$ cat config.mk
export PLATFORM = sky130hd
export DESIGN_NAME = regfile_sequencer_flat
export DESIGN_NICKNAME = d
export VERILOG_FILES = /design/src/rtl/regfile_sequencer_if.sv /design/src/rtl/regfile_sequencer.sv /design/src/flat_wrapper.sv
export SDC_FILE = /design/constraint.sdc
export NUM_CORES = 1
export LEC_CHECK = 0
export CAP_MARGIN = 20
export CORE_MARGIN = 8
export CORE_UTILIZATION = 40
export DETAILED_ROUTE_END_ITERATION = 6
export GPL_TIMING_DRIVEN = 0
export PLACE_DENSITY_LB_ADDON = 0.3
export SETUP_SLACK_MARGIN = 0.02
export SLEW_MARGIN = 25
export SYNTH_ARGS = -nofsm -noshare
export SYNTH_HDL_FRONTEND = slang
export SYNTH_SLANG_ARGS = --single-unit
$ cat constraint.sdc
create_clock -name i_clk -period 1.4 [get_ports i_clk]
set_input_delay 0.14 -clock i_clk [delete_from_list [all_inputs] [get_ports i_clk]]
set_output_delay 0.14 -clock i_clk [all_outputs]
set_load 0.1 [all_outputs]
$ cat src/rtl/regfile_sequencer_if.sv
// Host-side and register-file-side signals of the regfile sequencer.
// The master modport is the sequencer; the slave is the host plus register file.
interface regfile_sequencer_if #(
    parameter int DATA_W = 4,
    parameter int ADDR_W = 2
);
    logic                  start;
    logic                  mode;
    logic [0:DATA_W-1]     fill_data;
    logic [0:ADDR_W-1]     rw;
    logic [0:DATA_W-1]     dw;
    logic                  rg_we;
    logic [0:ADDR_W-1]     rs;
    logic [0:ADDR_W-1]     rt;
    logic [0:DATA_W-1]     crs;
    logic [0:DATA_W-1]     crt;
    logic [0:2*DATA_W-1]   out_data;
    logic                  out_valid;
    logic                  out_ready;
    logic                  busy;
    logic                  done;

    modport master (
        input  start, mode, fill_data,
        input  crs, crt, out_ready,
        output rw, dw, rg_we, rs, rt,
        output out_data, out_valid,
        output busy, done
    );

    modport slave (
        output start, mode, fill_data,
        output crs, crt, out_ready,
        input  rw, dw, rg_we, rs, rt,
        input  out_data, out_valid,
        input  busy, done
    );
endinterface

$ cat src/rtl/regfile_sequencer.sv
// Bulk fill / dump sequencer for a small register file.
// Fill writes seed+idx to every register; dump streams register pairs.
module regfile_sequencer #(
    parameter int DATA_W = 4,
    parameter int ADDR_W = 2
) (
    input  logic i_clk,
    input  logic i_rst_n,
    regfile_sequencer_if.master io_bus
);
    typedef enum logic [2:0] {
        S_IDLE,
        S_FILL,
        S_DUMP_RD,
        S_DUMP_OUT,
        S_DONE
    } state_t;

    localparam logic [0:ADDR_W-1] LAST_IDX  = '1;
    localparam logic [0:ADDR_W-1] LAST_PAIR =
        LAST_IDX - ADDR_W'(1);

    state_t                r_state;
    logic [0:ADDR_W-1]     r_rw;
    logic [0:DATA_W-1]     r_dw;
    logic                  r_rg_we;
    logic [0:ADDR_W-1]     r_rs;
    logic [0:ADDR_W-1]     r_rt;
    logic [0:2*DATA_W-1]   r_out_data;
    logic                  r_out_valid;
    logic                  r_busy;
    logic                  r_done;
    logic                  w_hs;

    assign w_hs = r_out_valid & io_bus.out_ready;

    always_ff @(posedge i_clk or negedge i_rst_n) begin
        if (!i_rst_n) begin
            r_state     <= S_IDLE;
            r_rw        <= '0;
            r_dw        <= '0;
            r_rg_we     <= 1'b0;
            r_rs        <= '0;
            r_rt        <= '0;
            r_out_data  <= '0;
            r_out_valid <= 1'b0;
            r_busy      <= 1'b0;
            r_done      <= 1'b0;
        end else begin
            r_done <= 1'b0;
            unique case (r_state)
                S_IDLE: begin
                    if (io_bus.start) begin
                        r_busy <= 1'b1;
                        r_rw   <= '0;
                        r_dw   <= io_bus.fill_data;
                        r_rs   <= '0;
                        r_rt   <= ADDR_W'(1);
                        if (io_bus.mode) begin
                            r_state <= S_DUMP_RD;
                        end else begin
                            r_state <= S_FILL;
                            r_rg_we <= 1'b1;
                        end
                    end
                end
                // r_rw doubles as the fill index; r_dw wraps naturally
                S_FILL: begin
                    if (r_rw == LAST_IDX) begin
                        r_rg_we <= 1'b0;
                        r_busy  <= 1'b0;
                        r_done  <= 1'b1;
                        r_state <= S_DONE;
                    end else begin
                        r_rw <= r_rw + ADDR_W'(1);
                        r_dw <= r_dw + DATA_W'(1);
                    end
                end
                S_DUMP_RD: begin
                    r_out_data  <= {io_bus.crs, io_bus.crt};
                    r_out_valid <= 1'b1;
                    r_state     <= S_DUMP_OUT;
                end
                // r_rs holds 2k, so it also tells us the last pair
                S_DUMP_OUT: begin
                    if (w_hs) begin
                        r_out_valid <= 1'b0;
                        if (r_rs == LAST_PAIR) begin
                            r_busy  <= 1'b0;
                            r_done  <= 1'b1;
                            r_state <= S_DONE;
                        end else begin
                            r_rs    <= r_rs + ADDR_W'(2);
                            r_rt    <= r_rt + ADDR_W'(2);
                            r_state <= S_DUMP_RD;
                        end
                    end
                end
                S_DONE: begin
                    r_state <= S_IDLE;
                end
                default: begin
                    r_state <= S_IDLE;
                end
            endcase
        end
    end

    assign io_bus.rw        = r_rw;
    assign io_bus.dw        = r_dw;
    assign io_bus.rg_we     = r_rg_we;
    assign io_bus.rs        = r_rs;
    assign io_bus.rt        = r_rt;
    assign io_bus.out_data  = r_out_data;
    assign io_bus.out_valid = r_out_valid;
    assign io_bus.busy      = r_busy;
    assign io_bus.done      = r_done;
endmodule

$ cat src/flat_wrapper.sv
// flat-port wrapper written by rule: the top's interface ports become plain ports
module regfile_sequencer_flat 
#(
    parameter int DATA_W = 4,
    parameter int ADDR_W = 2
)
  (i_clk, i_rst_n, io_bus_start, io_bus_mode, io_bus_fill_data, io_bus_crs, io_bus_crt, io_bus_out_ready, io_bus_rw, io_bus_dw, io_bus_rg_we, io_bus_rs, io_bus_rt, io_bus_out_data, io_bus_out_valid, io_bus_busy, io_bus_done);
  regfile_sequencer_if #(.DATA_W(DATA_W), .ADDR_W(ADDR_W)) io_bus_i ();
  input  logic i_clk;
  input  logic i_rst_n;
  input wire logic [$bits(io_bus_i.start)-1:0] io_bus_start;
  input wire logic [$bits(io_bus_i.mode)-1:0] io_bus_mode;
  input wire logic [$bits(io_bus_i.fill_data)-1:0] io_bus_fill_data;
  input wire logic [$bits(io_bus_i.crs)-1:0] io_bus_crs;
  input wire logic [$bits(io_bus_i.crt)-1:0] io_bus_crt;
  input wire logic [$bits(io_bus_i.out_ready)-1:0] io_bus_out_ready;
  output wire logic [$bits(io_bus_i.rw)-1:0] io_bus_rw;
  output wire logic [$bits(io_bus_i.dw)-1:0] io_bus_dw;
  output wire logic [$bits(io_bus_i.rg_we)-1:0] io_bus_rg_we;
  output wire logic [$bits(io_bus_i.rs)-1:0] io_bus_rs;
  output wire logic [$bits(io_bus_i.rt)-1:0] io_bus_rt;
  output wire logic [$bits(io_bus_i.out_data)-1:0] io_bus_out_data;
  output wire logic [$bits(io_bus_i.out_valid)-1:0] io_bus_out_valid;
  output wire logic [$bits(io_bus_i.busy)-1:0] io_bus_busy;
  output wire logic [$bits(io_bus_i.done)-1:0] io_bus_done;
  assign io_bus_i.start = io_bus_start;
  assign io_bus_i.mode = io_bus_mode;
  assign io_bus_i.fill_data = io_bus_fill_data;
  assign io_bus_i.crs = io_bus_crs;
  assign io_bus_i.crt = io_bus_crt;
  assign io_bus_i.out_ready = io_bus_out_ready;
  assign io_bus_rw = io_bus_i.rw;
  assign io_bus_dw = io_bus_i.dw;
  assign io_bus_rg_we = io_bus_i.rg_we;
  assign io_bus_rs = io_bus_i.rs;
  assign io_bus_rt = io_bus_i.rt;
  assign io_bus_out_data = io_bus_i.out_data;
  assign io_bus_out_valid = io_bus_i.out_valid;
  assign io_bus_busy = io_bus_i.busy;
  assign io_bus_done = io_bus_i.done;
  regfile_sequencer #(.DATA_W(DATA_W), .ADDR_W(ADDR_W)) u_core (.i_clk(i_clk), .i_rst_n(i_rst_n), .io_bus(io_bus_i));
endmodule
## Word level (Yosys, flattened, before mapping)

Index checks and enable logic that the tools add are counted.

| operators by class | value |
|---|---|
| multiply operators | 0 |
| reduce and logical (&&, ||, !) cells | 11 |
| shift-type cells | 0 |
| bitwise operators | 1 |
| add/subtract/negate cells | 4 |
| multiplexer cells | 33 |
| divide/modulo/power cells | 0 |
| equal/unequal tests | 12 |
| order comparisons | 0 |

Operators by type and width:

| kind | number |
|---|---|
| two-way mux 2 bit | 8 |
| two-way mux 3 bit | 4 |
| one-hot mux 2 bit (2 select lines) | 3 |
| one-hot mux 3 bit (4 select lines) | 1 |
| two-way mux 1 bit | 10 |
| two-way mux 4 bit | 2 |
| != test 2 bit, second input constant | 4 |
| one-hot mux 4 bit (2 select lines) | 1 |
| AND reduction 4 bit | 2 |
| == test 3 x 2 -> 1 bit, second input constant | 2 |
| != test 2 x 1 -> 1 bit, second input constant | 3 |
| one-hot mux 1 bit (2 select lines) | 3 |
| AND reduction 3 bit | 2 |
| nonzero test 2 bit | 3 |
| AND reduction 5 bit | 1 |
| adder 2 bit, second input constant | 2 |
| adder 4 x 1 -> 4 bit, second input constant | 1 |
| == test 2 bit, second input constant | 2 |
| == test 3 x 1 -> 1 bit, second input constant | 1 |
| zero test 3 bit | 1 |
| one-hot mux 1 bit (3 select lines) | 1 |
| nonzero test 3 bit | 1 |
| adder 2 x 1 -> 2 bit, second input constant | 1 |
| AND reduction 2 bit | 1 |
| bitwise AND 1 bit | 1 |

| word-level totals | value |
|---|---|
| logic and storage cells | 71 |
| RAM bits | 0 |
| output and inout bits | 22 |
| bits in latches | 0 |
| bits in read-only memories | 0 |
| input bits | 17 |
| memories | 0 |
| register bits | 25 |

## Depth between registers and ports, before layout

Gate-level depths: netlist of the first run.

| depth | value |
|---|---|
| depth in word-level cells | 4 |
| mapped depth | 5 |
| mapped depth without buffers | 4 |

## Worst setup path before layout of the first run

Ideal clock, no wire load.

| path | value |
|---|---|
| path type | register to register |
| start point | reg u_core.r_rw (netlist bit u_core.io_bus.rw[1]) |
| end point | reg u_core.r_dw (netlist bit u_core.io_bus.dw[0]) |
| data required time | 1.274 ns |
| path slack | -0.613 ns |
| period minus slack after synthesis | 2.013 ns |
| data arrival time | 1.887 ns |
| setup time | 0.126 ns |
| cell stages (with the launch flop) | 5 |
| buffers on the path | 0 |
| path through | dfrtp_1 ha_1 nor4b_4 nand4_1 a221o_1 |

| on the way | value |
|---|---|
| cells in the longest elaborated chain, start to end | 3 |

RTL lines:

| element | RTL line | text |
|---|---|---|
| start, declared | regfile_sequencer.sv:24 | `logic [0:ADDR_W-1] r_rw;` |
| start signal, assigned | regfile_sequencer.sv:75 | `r_rw <= r_rw + ADDR_W'(1);` |
| == test 2 bit | regfile_sequencer.sv:69 | `if (r_rw == LAST_IDX) begin` |
| != test 2 bit (no source line) | - |  |
| AND reduction 3 bit (no source line) | - |  |
| end signal, assigned | regfile_sequencer.sv:56 | `r_dw <= io_bus.fill_data;` |
| end signal, assigned | regfile_sequencer.sv:76 | `r_dw <= r_dw + DATA_W'(1);` |
| end, declared | regfile_sequencer.sv:25 | `logic [0:DATA_W-1] r_dw;` |

Every way passes these cells.
A chain may end at the register's enable or synchronous reset.

## Final worst setup path of the first run

| path | value |
|---|---|
| start point | reg u_core.r_rw (netlist bit u_core.io_bus.rw[0]) |
| end point | reg u_core.r_dw (netlist bit u_core.io_bus.dw[0]) |

Same word-level chain as after synthesis.

==> metrics.md, run 1 <==
| Metric | Value |
|---|---|
| R2R Setup Slk | `-100 ps` |
| Number of global-route vias before repair | `995` |
| Maximum number of pins on one net before global-route repair | `25` |
| Remaining antenna violation count after routing | `0` |
| Most frequent cells in the layout | `buf_2 (19), dfrtp_1 (16), clkdlybuf4s50_1 (15)` |
| Input/output buffers | `37` |
| Most common cell after layout, fill and taps aside | `buf_2` |
| Delay contributed by the slowest stage of the critical path | `roughly 520 ps` |
| Normalized max-slew margin | `0.640` |
| Net count, final | `171` |
| Transition time at the pin with the least slew margin | `about 540 ps` |
| Count of final setup violators | `4` |
| Share of synthesized registers carrying an async set or reset | `1.00` |
| Insertion delay to the later sink of the worst-skew pair | `~300 ps` |
| DP Worst Slack | `-313 ps` |
| Share of the synthesized area in the top cell type | `0.515` |
| Fraction of final layout cells sized beyond drive strength 1 | `0.497` |
| Die Y | `between 60 and 70 um` |
| Worst Reg-to-Reg Cells | `4` |
| Register area share after synthesis | `0.515` |
| Total number of vias | `roughly 970` |
| Flop and latch count out of synthesis | `24` |
| Routed wire length per instance | `16.2 um` |
| Vias per std cell | `5.32` |
| Die width | `70.0 um` |
| Post-synth top flop | `dfrtp_1` |
| IO Pins | `39` |
| Standard cell with the maximum stage delay on the critical path | `dfrtp_4` |
| Number of standard cells after synthesis | `between 90 and 100` |
| Final setup skew | `approximately 1.4 ps` |
| Required time of the critical path | `roughly 1600 ps` |
| Type of the most critical hold path | `input port to asynchronous set/reset pin` |
| Cell breakdown of the critical path | `ha_4, nor4b_4, nand4_1, a221o_1` |
| Setup repair after global routing missed its margin | `yes` |
| Routability congestion estimate from global placement | `0.869` |
| Remaining global-route overflow | `0` |
| Synth-to-Final Area Change | `49.1%` |
| Synth Warn # | `0` |
| Number of design rule violations left after detail routing | `0` |
| Status | `finished with violations` |
| Most area-hungry cell type in the Yosys netlist | `dfrtp_1` |
| Antenna violations before repair | `0` |
| CTS root buf | `clkbuf_4` |
| Max-cap violations | `0` |
| Synthesized netlist net count | `about 120` |
| H-Tree Level Count | `1` |
| Detailed placement HPWL | `2.00 mm` |
| Clock tree buffer depth | `2` |
| Die area | `0.00490 mm2` |
| Diode count | `0` |
| Filler Cell Count | `225` |
| Reg-to-reg endpoint | `u_core.io_bus.dw[0]$_DFFE_PN0P_` |
| CP Max Fanout | `3` |
| Router iterations before antenna repair | `4` |
| Critical Setup Path Class | `flop to flop` |
| TritonCTS buffer count | `3` |
| Clock transition at path regs | `130 ps` |
| Global-route wire length before repair | `approximately 4.7 mm` |
| Minimum setup slack in the final design | `-104 ps` |
| Violated checks | `setup timing` |
| Post-synth EDFFs | `0` |
| All-Layer GR Usage | `0.114` |
| Placeable core area | `approximately 0.0028 mm2` |
| Worst Setup Start Kind | `flop` |
| Synthesized cell area | `0.00117 mm2` |
| RR Startpoint | `u_core.io_bus.rw[0]$_DFFE_PN0P_` |
| Kind of end point of the critical path | `flop` |
| Count of unique library cells instantiated by Yosys | `38` |
| First-iteration detailed-routing DRC count | `25` |
| Share of the clock period used by the worst path | `1.07` |
| Average size of a mapped cell | `11.8 um2` |
| Count of final max-slew check failures | `0` |
| Final critical path time including I/O delays and setup | `1500 ps` |
| TritonCTS clock tree | `built` |
| Final Hold Vio Count | `0` |
| Number of sinks handled by clock tree synthesis | `24` |
| Post-detailed-routing wire length | `2.95 mm` |
| Initial Util | `0.423` |
| Standard-cell row count | `19` |
| Critical Path AT | `around 1700 ps` |
| Dominant cells by area after synthesis | `dfrtp_1 (52%), mux2_2 (9.7%), mux2i_1 (2.6%)` |
| Max Clk Rate | `665 MHz` |
[worst max path at each step]
stage / startpoint / endpoint / slack, ps / depth (start not counted)
floorplan: u_core.io_bus.rw[0]$_DFFE_PN0P_ / u_core.io_bus.dw[2]$_DFFE_PN0P_ / -220 / 4
global placement: io_bus_start / u_core.io_bus.dw[0]$_DFFE_PN0P_ / -330 / 4
detailed placement: u_core.io_bus.dw[3]$_DFFE_PN0P_ / io_bus_dw[0] / -310 / 1
CTS: u_core.io_bus.rw[0]$_DFFE_PN0P_ / u_core.io_bus.dw[0]$_DFFE_PN0P_ / -120 / 4
global route: u_core.io_bus.rw[0]$_DFFE_PN0P_ / u_core.io_bus.dw[0]$_DFFE_PN0P_ / -180 / 4
finish: u_core.io_bus.rw[0]$_DFFE_PN0P_ / u_core.io_bus.dw[0]$_DFFE_PN0P_ / -100 / 4
[worst max-delay path: cells and delay by family, from the launching register on]
family,cells,cell delay (ps)
simple gates,2,400
fa+ha+maj,1,180
compound gates,1,310
flops,1,520
[stage by stage]
stage                     hold slack [ps]  instances  utilization  TNS (ps)  instance area, um2
after floorplan                      -156         99            -      -462                1200
after global routing                  378        182        0.631      -529                1740
after global placement                455        167        0.583     -8480                1610
after CTS                             363        178        0.610      -119                1680
after detailed placement              166        167        0.582     -6310                1600
final                                 333        182        0.631      -210                1740
[cells in the mapped netlist, types with 2 or more instances]
cell,count
dfrtp_1,24
mux2_2,10
inv_1,7
nand2_1,6
nor2_1,4
a211oi_1,3
a31oi_1,3
mux2i_1,3
nand4_1,3
a21oi_1,2
buf_4,2
buf_6,2
ha_1,2
nand2b_1,2
nor2b_1,2
o21ai_0,2
[flip-flops by register name (all words and copies together), names as in the netlist]
name,count
u_core.io_bus.rt,2
u_core.io_bus.out_valid,1
u_core.io_bus.rw,2
u_core.io_bus.out_data,8
u_core.io_bus.dw,4
u_core.r_state,3
u_core.io_bus.rg_we,1
u_core.io_bus.done,1
u_core.io_bus.rs,1
u_core.io_bus.busy,1
[what timing repair did]
item	CTS	global route
pin swaps	2	7
endpoints found under the setup margin	34	23
hold buffers	1	0
resized for setup	115	20
gates cloned	0	1
buffers inserted	6	3
hold endpoints to repair	24	0
[cell families after synthesis]
logic type                 Yosys count  synth area share
AOI/OAI and AO/OA                   20             0.130
adders and majority gates            2            0.0215
buffers and inverters               13            0.0633
DFF                                 24             0.515
muxes                               13             0.122
other                                1           0.00322
and+or+nand+nor                     26             0.145
[area by class of cell]
type                       instances  area (um2)  area share
buffer                             6        63.8      0.0367
clock buffer                       4        36.3      0.0209
inverter                           7        28.8      0.0165
multi-input combinational         62         584       0.336
sequential                        24         623       0.358
tap                               31        38.8      0.0223
timing repair buffer              48         364       0.209
[routing by layer]
metal / track usage / up-vias / wire length [um]
met4: 0.0268 / 0 / 20
met5: 0 / - / 0
li1: - / 462 / -
met1: 0.127 / 475 / 1220
met3: 0.0565 / 2 / 252
met2: 0.191 / 30 / 1460
Power of run 1 is left out: the tool's default activity adds up to more than one toggle a clock period on the data nets, which glitch-free logic cannot reach.
==> run 2, diff against run 1 <==
- ABC_CLOCK_PERIOD_IN_PS: default -> 1400
- CORE_MARGIN: 8 -> 1
==> run 2 against run 1 <==
Net effect: the run still ends with setup timing left; critical path depth up 1; hold slack worse by 11 ps; routed wire length down 14%; register-to-register slack worse by 20 ps; cell count down 0.55%; fmax down 1.4%; die area down 36%; cell area down 1.7%; utilization down 1.0 points; global-route usage up 5.3 points; first-iteration DRC count down 8.0%.
==> metrics.md, run 2 (same netlist as run 1, synthesis figures left out) <==
| Metric | Value |
|---|---|
| Kind of end point of the critical path | `flop` |
| Routability congestion estimate from global placement | `0.826` |
| Die Y | `about 56 um` |
| Count of final setup violators | `4` |
| Detailed placement HPWL | `1.73 mm` |
| TritonCTS clock tree | `built` |
| CP Max Fanout | `3` |
| Router iterations before antenna repair | `4` |
| Count of final max-slew check failures | `0` |
| Normalized max-slew margin | `0.642` |
| Die area | `about 0.0031 mm2` |
| Final Hold Vio Count | `0` |
| CP delay by family, top | `flip-flops` |
| All-Layer GR Usage | `0.167` |
| Max-cap violations | `0` |
| Vias per std cell | `~5.3` |
| Cell breakdown of the critical path | `ha_4, buf_4, nand2_2, o211a_1, mux2_4` |
| Violated checks | `setup timing` |
| Diode count | `0` |
| Routed wire length per instance | `14.0 um` |
| Setup repair after global routing missed its margin | `yes` |
| TritonCTS buffer count | `3` |
| First-iteration detailed-routing DRC count | `23` |
| Total number of vias | `between 900 and 1,000` |
| Synth-to-Final Area Change | `46.7%` |
| Critical Path AT | `approximately 1700 ps` |
| Final-layout worst hold slack | `322 ps` |
| R2R Setup Slk | `-130 ps` |
| Final setup skew | `between 10 and 15 ps` |
| Antenna violations before repair | `0` |
| H-Tree Level Count | `1` |
| Input/output buffers | `37` |
| Number of design rule violations left after detail routing | `0` |
| Critical Setup Path Class | `flop to flop` |
| Area occupied by multi-input gates | `around 560 um2` |
| Initial Util | `0.423` |
| Status | `finished with violations` |
| CTS root buf | `clkbuf_4` |
| Standard-cell row count | `19` |
| Largest register FFs | `8` |
| IO Pins | `39` |
| Required time of the critical path | `between 1500 and 2000 ps` |
| Number of global-route vias before repair | `944` |
| Standard cell with the maximum stage delay on the critical path | `dfrtp_4` |
| Clock transition at path regs | `between 100 and 150 ps` |
| Post-detailed-routing wire length | `2.54 mm` |
| Minimum setup slack in the final design | `-126 ps` |
| Reg area | `a little over 600 um2` |
| Worst Setup Start Kind | `flop` |
| Cells after DPL | `~170` |
| Placeable core area | `about 0.0028 mm2` |
| Maximum number of pins on one net before global-route repair | `25` |
| Global-route wire length before repair | `4.19 mm` |
| Max Clk Rate | `655 MHz` |
| Type of the most critical hold path | `input port to asynchronous set/reset pin` |
| Filler Cell Count | `between 200 and 250` |
| Delay contributed by the slowest stage of the critical path | `around 520 ps` |
| Clock tree buffer depth | `2` |
| Insertion delay to the later sink of the worst-skew pair | `310 ps` |
| Number of sinks handled by clock tree synthesis | `24` |
| Die width | `56.0 um` |
| Share of the clock period used by the worst path | `1.09` |
| Crit path buffers/inverters | `1` |
| Net count, final | `170` |
| Remaining global-route overflow | `0` |
| Final critical path time including I/O delays and setup | `~1500 ps` |
| Transition time at the pin with the least slew margin | `roughly 540 ps` |
| Remaining antenna violation count after routing | `0` |
| Count of placed standard cells in the final layout, fillers left out | `around 180` |
| Fraction of final layout cells sized beyond drive strength 1 | `0.493` |
| Most frequent cells in the layout | `buf_2 (16), dfrtp_1 (16), clkdlybuf4s50_1 (15)` |
## run 2: final cells by class
class                           count  share of cell area
Multi-Input combinational cell     62               0.329
Sequential cell                    24               0.364
Inverter                            7              0.0168
Clock buffer                        4              0.0154
Timing Repair Buffer               47               0.214
Tap cell                           31              0.0227
Buffer                              6              0.0373
## run 2: worst paths after layout
check                                                     start                               to  depth (start not counted)
max in group asynchronous                               i_rst_n  u_core.io_bus.rs[0]$_DFFE_PN0P_                          2
min in group i_clk                          io_bus_fill_data[2]  u_core.io_bus.dw[1]$_DFFE_PN0P_                          3
worst max-delay path            u_core.io_bus.rw[1]$_DFFE_PN0P_  u_core.io_bus.dw[2]$_DFFE_PN0P_                          5
worst max register to register  u_core.io_bus.rw[1]$_DFFE_PN0P_  u_core.io_bus.dw[2]$_DFFE_PN0P_                          5
worst min-delay path                                    i_rst_n  u_core.io_bus.rg_we$_DFFE_PN0P_                          2
worst min register to register  u_core.io_bus.rt[0]$_DFFE_PN0P_  u_core.io_bus.rt[0]$_DFFE_PN0P_                          1
## run 2: repair_timing
action,CTS,global route
pin swaps,1,1
hold endpoints to repair,24,0
buffers inserted,6,2
gates resized for setup,100,32
cloned,0,1
setup endpoints to repair,33,28
hold buffers,1,0
## run 2: worst reg2reg max path: stages, from the launching register on
cell,delay (ps)
dfrtp_4,520
ha_4,190
buf_4,140
nand2_2,60
o211a_1,220
mux2_4,310
## run 2: per-stage QoR
stage,area [um2],setup TNS [ps],utilization,setup slack [ps]
6_report,1710,-430,0.620,-126
4_1_cts,1690,-127,0.612,-127
5_1_grt,1710,-733,0.620,-213
3_5_place_dp,1600,-6230,0.582,-311
3_3_place_gp,1610,-8270,0.583,-331
2_1_floorplan,1200,-462,-,-217
## run 2: per-layer routing
layer	wire (um)	GRT usage	vias up
met5	0	0	-
met4	15	0.0314	0
met3	108	0.0349	2
met2	1310	0.286	25
met1	1110	0.222	467
li1	-	-	459
Power of run 2 is left out for the same reason.
